`src/rtl/wisc_pipe_pkg.sv`:
```
// Shared definitions for the IF/ID pipeline latch: widths, occupancy state
// encoding, and the NOP word used to show a bubble to decode.
package wisc_pipe_pkg;

    localparam int unsigned DEF_INSTR_W = 16;
    localparam int unsigned DEF_PC_W    = 16;
    localparam int unsigned WORD_W      = 16;

    localparam logic [15:0] NOP_INSTR = 16'h0800;

    // Occupancy of the latch: no entry, head only, head plus skid.
    typedef enum logic [1:0] {
        EMPTY = 2'd0,
        ONE   = 2'd1,
        FULL  = 2'd2
    } ifid_state_e;

    // Number of 16-bit flop words needed to hold w bits.
    function automatic int unsigned num_words(input int unsigned w);
        return (w + WORD_W - 1) / WORD_W;
    endfunction

endpackage

```
`src/rtl/pipe_slot.sv`:
```
// pipe_slot: enable-load storage register made of 16-bit flop words.
// Ports:
//   clk  - rising-edge clock
//   rst  - synchronous active-low clear (contents go to 0)
//   ld   - load d on the next edge, hold otherwise
//   d    - W-bit load data
//   q    - W-bit stored value
module pipe_slot
    import wisc_pipe_pkg::*;
#(
    parameter int unsigned W = 32
) (
    input  logic         clk,
    input  logic         rst,
    input  logic         ld,
    input  logic [W-1:0] d,
    output logic [W-1:0] q
);

    localparam int unsigned NW    = num_words(W);
    localparam int unsigned PAD_W = NW * WORD_W;

    logic [PAD_W-1:0] d_pad;
    logic [PAD_W-1:0] q_pad;

    assign d_pad = PAD_W'(d);

    // One 16-bit word per iteration; all words share the same load enable.
    always_ff @(posedge clk) begin
        if (!rst) begin
            q_pad <= '0;
        end else if (ld) begin
            for (int unsigned i = 0; i < NW; i++) begin
                q_pad[i*WORD_W +: WORD_W] <= d_pad[i*WORD_W +: WORD_W];
            end
        end
    end

    assign q = q_pad[W-1:0];

endmodule

```
`src/rtl/if_id_skid_latch.sv`:
```
// if_id_skid_latch: IF/ID stage register with a 2-entry skid buffer.
// Holds fetched instruction + PC+2 and presents them to decode in order;
// decode back-pressure is absorbed by the skid slot so in_ready is a flop.
// Optional feature macro: IFID_BUBBLE_NOP_EN -- when defined, an empty latch
// drives NOP (16'h0800) on out_instr and 0 on out_pc_inc.
// Ports:
//   clk, rst                 - clock, synchronous active-low reset
//   in_valid/in_ready        - fetch-side handshake
//   in_instr/in_pc_inc       - fetched instruction and its PC+2
//   flush                    - squash all held entries and same-cycle input
//   out_valid/out_ready      - decode-side handshake
//   out_instr/out_pc_inc     - head entry
//   full                     - both slots occupied
module if_id_skid_latch
    import wisc_pipe_pkg::*;
#(
    parameter int unsigned INSTR_W = DEF_INSTR_W,
    parameter int unsigned PC_W    = DEF_PC_W
) (
    input  logic               clk,
    input  logic               rst,
    input  logic               in_valid,
    output logic               in_ready,
    input  logic [INSTR_W-1:0] in_instr,
    input  logic [PC_W-1:0]    in_pc_inc,
    input  logic               flush,
    output logic               out_valid,
    input  logic               out_ready,
    output logic [INSTR_W-1:0] out_instr,
    output logic [PC_W-1:0]    out_pc_inc,
    output logic               full
);

    localparam int unsigned SLOT_W = INSTR_W + PC_W;

    ifid_state_e       state;
    ifid_state_e       state_nxt;
    logic              accept;
    logic              pop;
    logic              head_ld;
    logic              skid_ld;
    logic              head_from_skid;
    logic [SLOT_W-1:0] head_d;
    logic [SLOT_W-1:0] head_q;
    logic [SLOT_W-1:0] skid_q;

    assign accept = in_valid & in_ready;
    assign pop    = out_valid & out_ready;

    // Next occupancy and slot load enables; flush overrides any accept/pop.
    always_comb begin
        state_nxt      = state;
        head_ld        = 1'b0;
        skid_ld        = 1'b0;
        head_from_skid = 1'b0;
        if (flush) begin
            state_nxt = EMPTY;
        end else begin
            case (state)
                EMPTY: begin
                    if (accept) begin
                        state_nxt = ONE;
                        head_ld   = 1'b1;
                    end
                end
                ONE: begin
                    if (accept && pop) begin
                        head_ld = 1'b1;
                    end else if (accept) begin
                        state_nxt = FULL;
                        skid_ld   = 1'b1;
                    end else if (pop) begin
                        state_nxt = EMPTY;
                    end
                end
                FULL: begin
                    // in_ready is low here, so only a pop can happen.
                    if (pop) begin
                        state_nxt      = ONE;
                        head_ld        = 1'b1;
                        head_from_skid = 1'b1;
                    end
                end
                default: state_nxt = EMPTY;
            endcase
        end
    end

    // State plus handshake/status flops, all derived from next occupancy.
    always_ff @(posedge clk) begin
        if (!rst) begin
            state     <= EMPTY;
            out_valid <= 1'b0;
            full      <= 1'b0;
            in_ready  <= 1'b0;
        end else begin
            state     <= state_nxt;
            out_valid <= (state_nxt != EMPTY);
            full      <= (state_nxt == FULL);
            in_ready  <= (state_nxt != FULL);
        end
    end

    assign head_d = head_from_skid ? skid_q : {in_instr, in_pc_inc};

    pipe_slot #(.W(SLOT_W)) u_head (
        .clk (clk),
        .rst (rst),
        .ld  (head_ld),
        .d   (head_d),
        .q   (head_q)
    );

    pipe_slot #(.W(SLOT_W)) u_skid (
        .clk (clk),
        .rst (rst),
        .ld  (skid_ld),
        .d   ({in_instr, in_pc_inc}),
        .q   (skid_q)
    );

`ifdef IFID_BUBBLE_NOP_EN
    // Empty latch presents a NOP bubble instead of the stale head.
    assign out_instr  = out_valid ? head_q[SLOT_W-1 -: INSTR_W] : INSTR_W'(NOP_INSTR);
    assign out_pc_inc = out_valid ? head_q[PC_W-1:0] : '0;
`else
    assign out_instr  = head_q[SLOT_W-1 -: INSTR_W];
    assign out_pc_inc = head_q[PC_W-1:0];
`endif

endmodule

```
`config.mk`:
```
export PLATFORM = sky130hd
export DESIGN_NAME = if_id_skid_latch
export DESIGN_NICKNAME = d
export VERILOG_FILES = /design/src/rtl/wisc_pipe_pkg.sv /design/src/rtl/pipe_slot.sv /design/src/rtl/if_id_skid_latch.sv
export SDC_FILE = /design/constraint.sdc
export NUM_CORES = 1
export LEC_CHECK = 0
export CORE_ASPECT_RATIO = 1.4
export CORE_MARGIN = 10
export CORE_UTILIZATION = 59
export CTS_BUF_LIST = sky130_fd_sc_hd__clkbuf_2
export CTS_CLUSTER_DIAMETER = 50
export DETAILED_ROUTE_END_ITERATION = 6
export DONT_BUFFER_PORTS = 1
export PLACE_DENSITY = 0.79
export SLEW_MARGIN = 20
export SYNTH_ARGS = -nofsm -noshare
export SYNTH_HDL_FRONTEND = slang
export SYNTH_SLANG_ARGS = --single-unit
```
`constraint.sdc`:
```
create_clock -name clk -period 1.4 [get_ports clk]
set_input_delay 0.28 -clock clk [delete_from_list [all_inputs] [get_ports clk]]
set_output_delay 0.28 -clock clk [all_outputs]
set_load 0.005 [all_outputs]
```
==> results_tabular.tex, run 1 <==
\begin{tabular}{lr}
\hline
Metric & Value \\
\hline
\multicolumn{2}{l}{\textbf{Outcome}} \\
Outcome & finished with violations \\
Failing checks & setup timing \\
\multicolumn{2}{l}{\textbf{CTS}} \\
TritonCTS clock tree & done \\
Num Clock Sinks & between 60 and 70 \\
Insertion delay of the later-clocked pin in the worst-skew pair & 0.51 ns \\
CTS buffer count & 9 \\
Clock root buffer & clkbuf\_2 \\
CTS HTree Levels & 3 \\
Clock Tree Buf Depth & 2 \\
Clock-pin slew on the worst setup and hold paths & approximately 0.19 ns \\
\multicolumn{2}{l}{\textbf{STA}} \\
Slew HR & about three quarters \\
Endpoints failing setup & 27 \\
Post-route minimum period & between 1 and 1.5 ns \\
Setup TNS & -0.729 ns \\
Worst path setup slack after routing & -0.0817 ns \\
Unrepaired setup endpoints after global routing & true \\
Max Fclk & $\sim$0.67 GHz \\
Final slew viol count & 0 \\
Least-Margin Pin Slew & approximately 0.35 ns \\
Number of hold violations in the final report & 0 \\
Worst clock skew on the final layout & 0.0243 ns \\
Period Utilization, post-route & 106\% \\
\multicolumn{2}{l}{\textbf{Worst setup path}} \\
Worst Path Class, Setup & reg -> reg \\
Data required time at the worst endpoint & between 1.5 and 2 ns \\
Critical path arrival & approximately 1.9 ns \\
Kind of capture point of the worst setup path & flop \\
Critical path launch point type & flop \\
Largest fanout on the critical path & 11 \\
\multicolumn{2}{l}{\textbf{Place}} \\
Placement Setup Slack & -0.0151 ns \\
Count of input and output buffers & 0 \\
DPL Wire Length & 5900 µm \\
GPL Wtd Cong & around 0.81 \\
\multicolumn{2}{l}{\textbf{Finish}} \\
Antenna diode count & 0 \\
Leading cell type in the layout, fill and taps excluded & dfxtp\_1 \\
Multi-input combinational cell area & roughly 1800 µm² \\
Leading cell types in the layout, fill and taps excluded & 66 x dfxtp\_1, 35 x dlygate4sd3\_1, 33 x o21ai\_0, 33 x a21oi\_1, 32 x nand4\_1 \\
Number of nets in the layout & between 400 and 500 \\
FF/Latch Area & 1390 µm² \\
Synthesis-to-finish area growth & 24.5\% \\
Share of cells above drive strength 1 & around a fifth \\
Fill cells & around 390 \\
\multicolumn{2}{l}{\textbf{GRT}} \\
Number of global-route vias before repair & around 3,300 \\
Initial antenna violation count & 0 \\
Global Route Usage Sum & a little over a fifth \\
Largest net degree at the start of global routing & 65 \\
Remaining global-route overflow & 0 \\
Global-route wire length before repair & 17,100 µm \\
\multicolumn{2}{l}{\textbf{Die}} \\
Chip Height & $\sim$110 µm \\
Core region area & between 5000 and 6000 µm² \\
Cell Rows & 32 \\
Number of I/O pins & 72 \\
Die area & slightly above 9000 µm² \\
Die width & $\sim$84 µm \\
Starting density of the core & $\sim$61\% \\
\multicolumn{2}{l}{\textbf{Logic synthesis}} \\
Top cell type's share of synthesized area & $\sim$40\% \\
Post-synth net total & 412 \\
Flip-flop and latch count after synthesis & 69 \\
Register area share after synthesis & around two fifths \\
Cell taking the most area after synthesis & dfxtp\_1 \\
Mean cell area of the mapped netlist & 9.02 µm² \\
Mapped Cells & roughly 380 \\
Warning count from the yosys run & 0 \\
Synth top area cells & dfxtp\_1 41\%, a221oi\_1 8.3\%, a311oi\_1 8.3\% \\
Post-synthesis instance area & about 3400 µm² \\
Number of distinct standard cells referenced by the synthesized netlist & 31 \\
\multicolumn{2}{l}{\textbf{Pwr}} \\
Pwr/cell area & 944 nW/µm² \\
Overall Power & between 3 and 4 mW \\
Largest voltage drop on the vdd net & approximately 0.76 mV \\
Leak Pwr & roughly 1.3 nW \\
\multicolumn{2}{l}{\textbf{Routing}} \\
Average wire per standard cell & between 20 and 25 µm \\
Antenna violation net count after detailed routing & 0 \\
Residual DRC count & 0 \\
Detailed-route via count & $\sim$3,500 \\
Avg Vias per Cell & around 7.5 \\
DRC marker count from the first detailed-route iteration & between 400 and 500 \\
Length of the first detailed-routing pass in iterations & 5 \\
Routed WL & approximately 11,000 µm \\
\multicolumn{2}{l}{\textbf{Worst hold path}} \\
Min-delay worst type & in -> reg \\
\multicolumn{2}{l}{\textbf{Flow run}} \\
Maximum Capacitance Violations & 0 \\
\hline
\end{tabular}
-- state kept, by name (all words and copies together), names as in the netlist --
name / flops
full: 1
in_ready: 1
out_valid: 1
state: 2
u_head.q: 32
u_skid.q: 32
-- power breakdown --
group	leakage [nW]	switching, mW	internal (mW)	total [mW]
Combinational	0.633	0.305	0.249	0.554
Sequential	0.562	0.0535	2.02	2.08
Clock	0.0822	0.730	0.611	1.34
-- stage by stage --
step	instances	util, %	hold WS, ns	instance area (µm²)
CTS	464	72.6	0.00456	4010
floorplan	375	-	0.398	3380
finish	469	76.2	0.0210	4210
global placement	413	62.8	0.413	3470
global route	469	76.2	0.0390	4210
detailed placement	413	62.8	0.416	3470
-- cell families (layout without fill, tap and decap cells) --
| group | count (synthesis) | count (layout) | synth area share (%) |
|---|---|---|---|
| XOR/XNOR | 1 | 1 | 0.259 |
| AND/OR/NAND/NOR | 76 | 76 | 13.6 |
| buffers and inverters | 60 | 86 | 10.0 |
| AO/OA/AOI/OAI | 169 | 169 | 35.3 |
| flip-flops | 69 | 69 | 40.9 |
-- metal layers --
layer / track usage (%) / routed length (µm) / vias to the layer above
met5: 0 / 0 / -
met4: 12.0 / 406 / 0
met3: 5.33 / 1040 / 34
met2: 36.4 / 5520 / 239
met1: 25.7 / 4020 / 1661
li1: - / - / 1566
-- Yosys cell counts (all sizes together) --
library cell	n
a22o	1
o21a	1
o31ai	32
a21boi	1
o21ai	34
nand4	32
clkbuf	23
and3b	1
nand3	32
and4b	2
o2111a	1
nand3b	1
nor2	2
nor2b	1
dfxtp	69
nor4bb	1
nand4b	1
a311oi	32
nand2	3
a221oi	32
inv	2
buf	35
a21oi	33
xnor2	1
o21ba	1
a21bo	1
-- final timing paths --
kind	from	to	slack, ns	cells past startpoint
max	state[0]$_SDFF_PN0_	u_head.q[13]$_SDFFE_PN0P_	-0.08	4
min	flush	u_skid.q[14]$_SDFFE_PN0P_	0.02	2
max reg2reg	state[0]$_SDFF_PN0_	u_head.q[13]$_SDFFE_PN0P_	-0.08	4
min reg2reg	u_skid.q[15]$_SDFFE_PN0P_	u_skid.q[15]$_SDFFE_PN0P_	0.49	2
-- worst max-delay path, cell delays in order, from the launching register on --
cell and delay [ns]:
dfxtp_2 0.37, and4b_4 0.43, buf_4 0.21, nand3_1 0.09, a311oi_1 0.31
-- final cells by class --
type / instances / share of cell area, %
Tap cell: 68 / 2.02
Clock inverter: 4 / 1.72
Inverter: 2 / 0.238
Multi-Input combinational cell: 246 / 42.6
Clock buffer: 12 / 1.43
Timing Repair Buffer: 68 / 19.1
Sequential cell: 69 / 33.0
-- repair_timing --
item | CTS | global route
pin swaps | 4 | 11
gates cloned | 0 | 3
resized for setup | 12 | 19
endpoints found under the hold margin | 67 | 1
setup buffers | 0 | 1
hold buffers | 35 | 1
endpoints found under the setup margin | 18 | 59
(Power assumes the default switching activity.)
==> inputs of run 2 (changes only) <==
TNS_END_PERCENT = 20   (was default)
==> run 2 against run 1 <==
Against the previous run: the run still ends with setup timing left; worst hold slack improved by 0.0069 ns; via count fell by 2.8%; die area did not move; clock power barely moved; total power fell by 0.92%; sequential power barely moved; clock-buffer cell count did not move; critical path type unchanged; critical endpoint is now u_skid.q[6]$_SDFFE_PN0P_; largest cell class unchanged; largest power group unchanged.
==> results_tabular.tex, run 2 (synthesized netlist as in run 1, its figures left out) <==
\begin{tabular}{lr}
\hline
Metric & Value \\
\hline
\multicolumn{2}{l}{\textbf{Pwr}} \\
Overall Power & about 3.9 mW \\
Power share of the sequential group & between 50\% and 60\% \\
Leak Pwr & between 1 and 1.5 nW \\
Largest voltage drop on the vdd net & between 0.6 and 0.7 mV \\
Proportion of power drawn by combinational gates & about an eighth \\
Sw frac & between 20\% and 30\% \\
Clock Power Share & 34.0\% \\
Net switching power of the design & around 1.1 mW \\
Cell Int Power & $\sim$2.9 mW \\
Pwr/cell area & between 900 and 1000 nW/µm² \\
\multicolumn{2}{l}{\textbf{Worst setup path}} \\
Largest fanout on the critical path & 19 \\
Worst R2R Setup Slack & -0.06 ns \\
Worst Path Class, Setup & reg -> reg \\
Kind of capture point of the worst setup path & flop \\
Launching point of the worst reg2reg path & state[1]\$\_SDFF\_PN0\_ \\
Crit. Startpoint & state[1]\$\_SDFF\_PN0\_ \\
Critical path launch point type & flop \\
Critical path arrival & between 1.5 and 2 ns \\
Data required time at the worst endpoint & 1.82 ns \\
\multicolumn{2}{l}{\textbf{Routing}} \\
Length of the first detailed-routing pass in iterations & 5 \\
Antenna violation net count after detailed routing & 0 \\
Residual DRC count & 0 \\
Detailed-route via count & between 3,000 and 4,000 \\
Avg Vias per Cell & 7.30 \\
DRC marker count from the first detailed-route iteration & approximately 370 \\
Average wire per standard cell & 22.4 µm \\
Routed WL & $\sim$10,000 µm \\
\multicolumn{2}{l}{\textbf{STA}} \\
Worst path setup slack after routing & -0.0569 ns \\
Unrepaired setup endpoints after global routing & true \\
Number of hold violations in the final report & 0 \\
Period Utilization, post-route & 104\% \\
Setup TNS & -0.258 ns \\
Least-Margin Pin Slew & about 0.33 ns \\
Max Fclk & 0.686 GHz \\
Endpoints failing setup & 14 \\
Worst clock skew on the final layout & between 0.02 and 0.03 ns \\
Slew HR & between 70\% and 80\% \\
Post-route minimum period & between 1 and 1.5 ns \\
Final slew viol count & 0 \\
\multicolumn{2}{l}{\textbf{CTS}} \\
CTS HTree Levels & 3 \\
Clock Tree Buf Depth & 2 \\
Num Clock Sinks & 69 \\
Clock root buffer & clkbuf\_2 \\
TritonCTS clock tree & done \\
Insertion delay of the later-clocked pin in the worst-skew pair & 0.51 ns \\
Clock-pin slew on the worst setup and hold paths & 0.20 ns \\
CTS buffer count & 9 \\
\multicolumn{2}{l}{\textbf{GRT}} \\
Remaining global-route overflow & 0 \\
Number of global-route vias before repair & about 3,300 \\
Global Route Usage Sum & between 20\% and 30\% \\
Largest net degree at the start of global routing & 65 \\
Initial antenna violation count & 0 \\
Global-route wire length before repair & about 17,000 µm \\
\multicolumn{2}{l}{\textbf{Finish}} \\
Post-Layout Cell Count & around 470 \\
Number of nets in the layout & 430 \\
Synthesis-to-finish area growth & 19.8\% \\
Layout Cell Area excl Fill & 4050 µm² \\
Leading cell types in the layout, fill and taps excluded & 66 x dfxtp\_1, 35 x dlygate4sd3\_1, 33 x o21ai\_0, 33 x a21oi\_1, 32 x nand4\_1 \\
Share of cells above drive strength 1 & between 10\% and 20\% \\
Antenna diode count & 0 \\
Leading cell type in the layout, fill and taps excluded & dfxtp\_1 \\
\multicolumn{2}{l}{\textbf{Flow run}} \\
Maximum Capacitance Violations & 0 \\
\multicolumn{2}{l}{\textbf{Die}} \\
Die width & around 84 µm \\
Chip Height & between 100 and 150 µm \\
Cell Rows & 32 \\
Number of I/O pins & approximately 70 \\
Die area & 9200 µm² \\
Core region area & approximately 5500 µm² \\
Starting density of the core & approximately three fifths \\
\multicolumn{2}{l}{\textbf{Place}} \\
Placement Setup Slack & -0.0151 ns \\
Count of input and output buffers & 0 \\
Count of placed standard cells including taps & $\sim$410 \\
GPL Wtd Cong & 0.806 \\
Instance area after placement & approximately 3500 µm² \\
DPL Wire Length & about 6000 µm \\
\multicolumn{2}{l}{\textbf{Outcome}} \\
Outcome & finished with violations \\
Failing checks & setup timing \\
\multicolumn{2}{l}{\textbf{Worst hold path}} \\
Min-delay worst type & in -> reg \\
Startpoint of the most critical hold path & flush \\
\hline
\end{tabular}
==> run 2: changes by cell type in the layout (fill, tap and decap cells not counted), sizes merged <==
cell / previous run / this run
clkbuf: 15 / 12
==> run 2: timing repair <==
item | 4_1_cts | 5_1_grt
buffers inserted | 0 | 1
pin swaps | 1 | 18
hold endpoints to repair | 67 | 1
cloned | 0 | 0
setup endpoints to repair | 18 | 54
hold buffers | 35 | 1
gates resized for setup | 9 | 9
==> run 2: layout make-up <==
cell class / count / area, µm²
multi-input combinational: 246 / 1720
fill: 424 / 1470
sequential: 69 / 1390
timing repair buffer: 65 / 719
tap: 68 / 85.1
clock inverter: 4 / 72.6
clock buffer: 12 / 60.1
inverter: 2 / 10.0
==> run 2: metal layers <==
layer / vias up / track usage (%) / routed length, µm
met5: - / 0 / 0
met3: 24 / 5.33 / 841
met2: 175 / 36.3 / 5290
met4: 0 / 12.0 / 294
li1: 1556 / - / -
met1: 1648 / 25.8 / 4020
==> run 2: path summary, 6_finish.rpt <==
kind	to	cells past startpoint
worst max-delay path	u_skid.q[6]$_SDFFE_PN0P_	5
worst min-delay path	u_head.q[16]$_SDFFE_PN0P_	2
worst max register to register	u_skid.q[6]$_SDFFE_PN0P_	5
worst min register to register	u_skid.q[28]$_SDFFE_PN0P_	2
==> run 2: worst max-delay path, cell delays in order (launching register included) <==
cell and delay [ns]:
dfxtp_2 0.38, buf_4 0.15, nand3b_1 0.22, buf_6 0.21
o31ai_1 0.29, a21oi_1 0.12
==> run 2: power by group through the flow <==
stage          clock, mW  combinational [mW]  sequential, mW
2_1_floorplan          0               0.298            2.10
3_3_place_gp           0               0.373            2.12
3_5_place_dp           0               0.380            2.12
4_1_cts             1.33               0.500            2.08
5_1_grt             1.40               0.564            2.09
6_report            1.34               0.520            2.08
==> run 2: through the flow <==
stage	hold slack, ns	util (%)
2_1_floorplan	0.398	-
3_3_place_gp	0.413	62.8
3_5_place_dp	0.416	62.8
4_1_cts	0.000836	72.3
5_1_grt	0.0355	73.3
6_report	0.0279	73.3
